[config.mk]
export PLATFORM = sky130hd
export DESIGN_NAME = pipeline_stall_controller
export DESIGN_NICKNAME = d
export VERILOG_FILES = /design/src/rtl/pipeline_stall_controller.sv
export SDC_FILE = /design/constraint.sdc
export NUM_CORES = 1
export LEC_CHECK = 0
export ABC_AREA = 1
export BUFFER_PORTS_ARGS = -buffer_cell sky130_fd_sc_hd__buf_2
export CORE_ASPECT_RATIO = 1.4
export CORE_MARGIN = 8
export CORE_UTILIZATION = 44
export CTS_CLUSTER_DIAMETER = 50
export DETAILED_ROUTE_END_ITERATION = 8
export PLACE_DENSITY_LB_ADDON = 0.1
export SLEW_MARGIN = 0
export SYNTH_ARGS = -nofsm -noshare
export SYNTH_HDL_FRONTEND = slang
export SYNTH_SLANG_ARGS = --single-unit
[constraint.sdc]
create_clock -name clk -period 1.7 [get_ports clk]
set_clock_uncertainty 0.2 [all_clocks]
set_input_delay 0.255 -clock clk [delete_from_list [all_inputs] [get_ports clk]]
set_output_delay 0.255 -clock clk [all_outputs]
set_load 0.05 [all_outputs]
[src/rtl/pipeline_stall_controller.sv]
// Stall/bubble/flush sequencer for the 5-stage pipeline: merges hazard, branch and memory-wait
// requests into per-stage freeze/flush controls, with saturating statistics and a memory watchdog.
module pipeline_stall_controller #(
  parameter int unsigned COUNT_WIDTH   = 16,
  parameter int unsigned TIMEOUT_WIDTH = 8,
  parameter int unsigned MEM_TIMEOUT   = 200
) (
  input  logic                   clk,
  input  logic                   reset,
  input  logic                   i_Sig_Hazard_Detected,
  input  logic                   i_Sig_Branch_Taken,
  input  logic                   i_Sig_Memory_Request,
  input  logic                   i_Sig_Memory_Ready,
  input  logic                   i_Sig_Clear_Counters,
  output logic                   o_Sig_Freeze_PC,
  output logic                   o_Sig_Freeze_IF_ID,
  output logic                   o_Sig_Freeze_ID_EXE,
  output logic                   o_Sig_Freeze_EXE_MEM,
  output logic                   o_Sig_Freeze_MEM_WB,
  output logic                   o_Sig_Flush_IF_ID,
  output logic                   o_Sig_Bubble_ID_EXE,
  output logic                   o_Sig_Timeout,
  output logic [COUNT_WIDTH-1:0] o_Hazard_Stall_Count,
  output logic [COUNT_WIDTH-1:0] o_Flush_Count,
  output logic [COUNT_WIDTH-1:0] o_Mem_Wait_Count
);

  typedef enum logic [1:0] {
    StRun,
    StMemWait,
    StError
  } state_e;

  localparam logic [TIMEOUT_WIDTH-1:0] WdLoad = TIMEOUT_WIDTH'(MEM_TIMEOUT - 1);

  state_e                   state_q, state_d;
  logic [TIMEOUT_WIDTH-1:0] wd_q, wd_d;
  logic                     timeout_q;
  logic [COUNT_WIDTH-1:0]   hz_cnt_q, fl_cnt_q, mw_cnt_q;

  logic decide;
  logic freeze_all;
  logic freeze_front;
  logic flush;
  logic bubble;
  logic hz_inc, fl_inc, mw_inc;

  function automatic logic [COUNT_WIDTH-1:0] sat_inc(input logic [COUNT_WIDTH-1:0] cnt,
                                                     input logic                   inc);
    return (inc && (cnt != '1)) ? cnt + 1'b1 : cnt;
  endfunction

  // Next state, watchdog and raw control decisions.
  always_comb begin
    state_d      = state_q;
    wd_d         = wd_q;
    decide       = 1'b0;
    freeze_all   = 1'b0;
    freeze_front = 1'b0;
    flush        = 1'b0;
    bubble       = 1'b0;
    hz_inc       = 1'b0;
    fl_inc       = 1'b0;
    mw_inc       = 1'b0;

    unique case (state_q)
      StRun: begin
        decide = 1'b1;
      end
      StMemWait: begin
        if (i_Sig_Memory_Ready) begin
          decide = 1'b1;
        end else begin
          // Branch/hazard are ignored here; their stages are frozen and re-present on release.
          freeze_all = 1'b1;
          mw_inc     = 1'b1;
          if (wd_q == '0) begin
            state_d = StError;
          end else begin
            wd_d = wd_q - 1'b1;
          end
        end
      end
      StError: begin
        freeze_all = 1'b1;
      end
      default: begin
        state_d = StRun;
      end
    endcase

    if (decide) begin
      state_d = StRun;
      if (i_Sig_Memory_Request && !i_Sig_Memory_Ready) begin
        freeze_all = 1'b1;
        mw_inc     = 1'b1;
        state_d    = StMemWait;
        wd_d       = WdLoad;
      end else if (i_Sig_Branch_Taken) begin
        flush  = 1'b1;
        bubble = 1'b1;
        fl_inc = 1'b1;
      end else if (i_Sig_Hazard_Detected) begin
        freeze_front = 1'b1;
        bubble       = 1'b1;
        hz_inc       = 1'b1;
      end
    end
  end

  always_ff @(posedge clk or negedge reset) begin
    if (!reset) begin
      state_q   <= StRun;
      wd_q      <= '0;
      timeout_q <= 1'b0;
    end else begin
      state_q   <= state_d;
      wd_q      <= wd_d;
      timeout_q <= timeout_q | (state_d == StError);
    end
  end

  always_ff @(posedge clk or negedge reset) begin
    if (!reset) begin
      hz_cnt_q <= '0;
      fl_cnt_q <= '0;
      mw_cnt_q <= '0;
    end else if (i_Sig_Clear_Counters) begin
      hz_cnt_q <= '0;
      fl_cnt_q <= '0;
      mw_cnt_q <= '0;
    end else begin
      hz_cnt_q <= sat_inc(hz_cnt_q, hz_inc);
      fl_cnt_q <= sat_inc(fl_cnt_q, fl_inc);
      mw_cnt_q <= sat_inc(mw_cnt_q, mw_inc);
    end
  end

  // Controls are combinational, so gate them with reset to guarantee no residual stall.
  always_comb begin
    o_Sig_Freeze_PC      = reset & (freeze_all | freeze_front);
    o_Sig_Freeze_IF_ID   = reset & (freeze_all | freeze_front);
    o_Sig_Freeze_ID_EXE  = reset & freeze_all;
    o_Sig_Freeze_EXE_MEM = reset & freeze_all;
    o_Sig_Freeze_MEM_WB  = reset & freeze_all;
    o_Sig_Flush_IF_ID    = reset & flush;
    o_Sig_Bubble_ID_EXE  = reset & bubble;
  end

  assign o_Sig_Timeout        = timeout_q;
  assign o_Hazard_Stall_Count = hz_cnt_q;
  assign o_Flush_Count        = fl_cnt_q;
  assign o_Mem_Wait_Count     = mw_cnt_q;

endmodule

==> impl_metrics.json <==
{
  "status": "complete, but fails checks",
  "violations": "negative setup slack",
  "dr_total_vias": 4143,
  "cts-buffers-inserted": 9,
  "pwr-share-comb": 0.147,
  "drive_gt1_frac": 0.414,
  "grt_pass1_wl_um": 19100,
  "routed_wl_um": 11900,
  "die_x_um": 95.1,
  "crit_fanout": 4,
  "clockBufferDepth": 2,
  "p_switching_mw": 1.10,
  "grt_pass1_vias": 4226,
  "nets": 712,
  "crit_chain": "inv_2 > ha_4 > buf_4 > nand2_4 > a31oi_4 > buf_6",
  "drt-initial-drc-count": 135,
  "worstSetupStartpoint": "state_q[0]",
  "crit_arrival_ns": 1.64,
  "clock_tree.root_cell": "clkbuf_16",
  "placedInstanceArea_um2": 4950,
  "yosysWarnings": 0,
  "first_pass_iters": 5,
  "grt_usage": 0.198,
  "swShare": 0.253,
  "antenna_found_initial": 0,
  "r2r_slack_ns": -0.33,
  "drv_slew": 0,
  "routed_via_density": 5.14,
  "diodes": 0,
  "rr_startpoint": "state_q[1]",
  "overflow": 0,
  "synth_flop_cell": "dfrtp_1",
  "die-area_um2": 12000,
  "hold_slack_ns": 0.155,
  "antenna_left": 0,
  "cap_violations": 0,
  "worst_pin_slew_ns": 0.765,
  "setup_ws_ns": -0.400,
  "std_cell_rows": 40,
  "initial_core_util": 0.450,
  "syn_inst": 552,
  "post-route-cell-area_um2": 5770,
  "worstSetupPathType": "register to primary output",
  "fillers": 696,
  "critPathCaptureType": "primary output",
  "fin_crit_sh": 1.24,
  "cp_slowest_stage_delay_ns": 0.43,
  "synth_largest_area_cell": "dfrtp_1",
  "finalSetupViolations": 56,
  "synth_edf_count": 0,
  "slew_headroom": 0.490,
  "crit_required_ns": 1.24,
  "cts.sinks": 59,
  "p_per_area_nw_per_um2": 751,
  "place_ws_ns": -0.174,
  "portBuffers": 62,
  "instances_no_fill": 806,
  "hold_path.class": "primary input to register",
  "intPower_mw": 3.24,
  "ir_worst_vdd_mv": 0.661,
  "gp_congestion": 0.865,
  "grt_max_degree": 60,
  "die_y_um": 127,
  "clockPowerShare": 0.512,
  "synth-seq-cells": 59,
  "drc": 0,
  "max_freq_mhz": 476,
  "seqPwrFrac": 0.341,
  "yosys.cell_count.top_type": "nand2_1",
  "htreeDepth": 3,
  "rsz0062_at_grt": "true",
  "ys_seq_area_frac": 0.383,
  "cts_tree": "done",
  "fin_crit_ns": 2.10,
  "core-area_um2": 8560,
  "worstSkewPairLatency_ns": 0.34,
  "syn-num-nets": 568,
  "wl_per_cell_um": 14.7,
  "synth_cell_types": 29,
  "dp.cells": 773,
  "io_pins": 63,
  "start_kind": "register",
  "dp.final_hpwl_um": 8110,
  "area_growth_pct": 49.9,
  "hp-start": "i_Sig_Clear_Counters",
  "ys_async_sr_fraction": 1.00,
  "hold_violations": 0,
  "syn_area_um2": 3850,
  "p_leak_nw": 2.87,
  "clk_pin_slew_worst_paths_ns": 0.05,
  "synth_commonest_cells": "nand2_1, nor2_1, dfrtp_1, nand4_1, inv_1",
  "fin_util": 0.674,
  "synth_top_cell_area_share": 0.383,
  "synthTopCellsByArea": "dfrtp_1, nand2_1, nor2_1",
  "cp_slowest_cell": "dfrtp_1",
  "syn_avg_cell_area_um2": 6.97
}
[state kept, by name, summed over array words and instances, names as in the netlist]
register and count:
wd_q 8, o_Hazard_Stall_Count 16, o_Sig_Timeout 1, o_Flush_Count 16, state_q 2, o_Mem_Wait_Count 16
[stage by stage]
step / power [mW] / setup TNS [ns]
2_1_floorplan: 1.81 / -5.13
3_3_place_gp: 1.99 / -3.41
3_5_place_dp: 2.00 / -6.18
4_1_cts: 4.30 / -10.70
5_1_grt: 4.45 / -20.11
6_report: 4.34 / -14.31
[layout make-up]
type / count / area [um^2] / area share
tap: 105 / 131 / 0.0228
sequential: 59 / 1520 / 0.264
inverter: 45 / 174 / 0.0301
timing repair buffer: 147 / 1100 / 0.191
clock inverter: 4 / 95.1 / 0.0165
clock buffer: 12 / 267 / 0.0462
multi-input combinational: 434 / 2480 / 0.429
[metal layers]
metal  global-route usage  vias up  routed length (um)
met5                    0        -                   0
met1                0.222     1921                4860
li1                     -     2077                   -
met3               0.0348       22                 533
met2                0.348      123                6220
met4               0.0959        0                 267
[placed cells by master, fill, tap and decap left out, types with 17 or more instances in the layout]
master   instances
nor2_1          61
buf_2           55
nand4_1         38
buf_6           17
nand2_1        177
xor2_1          17
nand2_2         28
nand3_1         28
inv_1           32
dfrtp_1         23
buf_4           69
dfrtp_2         36
[power groups by stage]
stage / Sequential, mW / Combinational, mW / Clock (mW)
finish: 1.48 / 0.635 / 2.22
floorplan: 1.53 / 0.276 / 0
global placement: 1.50 / 0.494 / 0
global route: 1.48 / 0.691 / 2.28
detailed placement: 1.50 / 0.506 / 0
CTS: 1.47 / 0.585 / 2.24
[repair_timing]
item / in CTS / in global routing
pin swaps: 10 / 14
endpoints found under the hold margin: 59 / 0
hold buffers: 1 / 0
resized for setup: 50 / 44
cloned: 3 / 1
endpoints found under the setup margin: 57 / 66
buffers inserted: 9 / 8
[cells by family (layout without fill, tap and decap cells)]
family          count (synthesis)  count (layout)  synth area share
buf+inv                        59             208            0.0686
flops                          59              59             0.383
compound gates                 35              35            0.0526
simple gates                  371             371             0.423
fa+ha+maj                       9               9            0.0292
xor+xnor                       19              19            0.0432
[worst max-delay path, delay by kind of cell, from the launching register on]
family	cells	cell delay, ns
AND/OR/NAND/NOR	1	0.08
flip-flops	1	0.43
buffers and inverters	3	0.42
AO/OA/AOI/OAI	1	0.22
adder cells (fa/ha/maj)	1	0.15
[path summary, 6_finish.rpt]
| check | end | cells after the start |
|---|---|---|
| worst max register to register | o_Mem_Wait_Count[7] | 14 |
| worst min register to register | o_Sig_Timeout | 2 |
| min in group asynchronous | o_Mem_Wait_Count[10] | 3 |
| worst min-delay path | o_Mem_Wait_Count[8] | 4 |
| worst max-delay path | o_Sig_Freeze_PC | 6 |
| max in group asynchronous | o_Hazard_Stall_Count[0] | 3 |
Note: power is estimated with default switching activity, not from simulation.
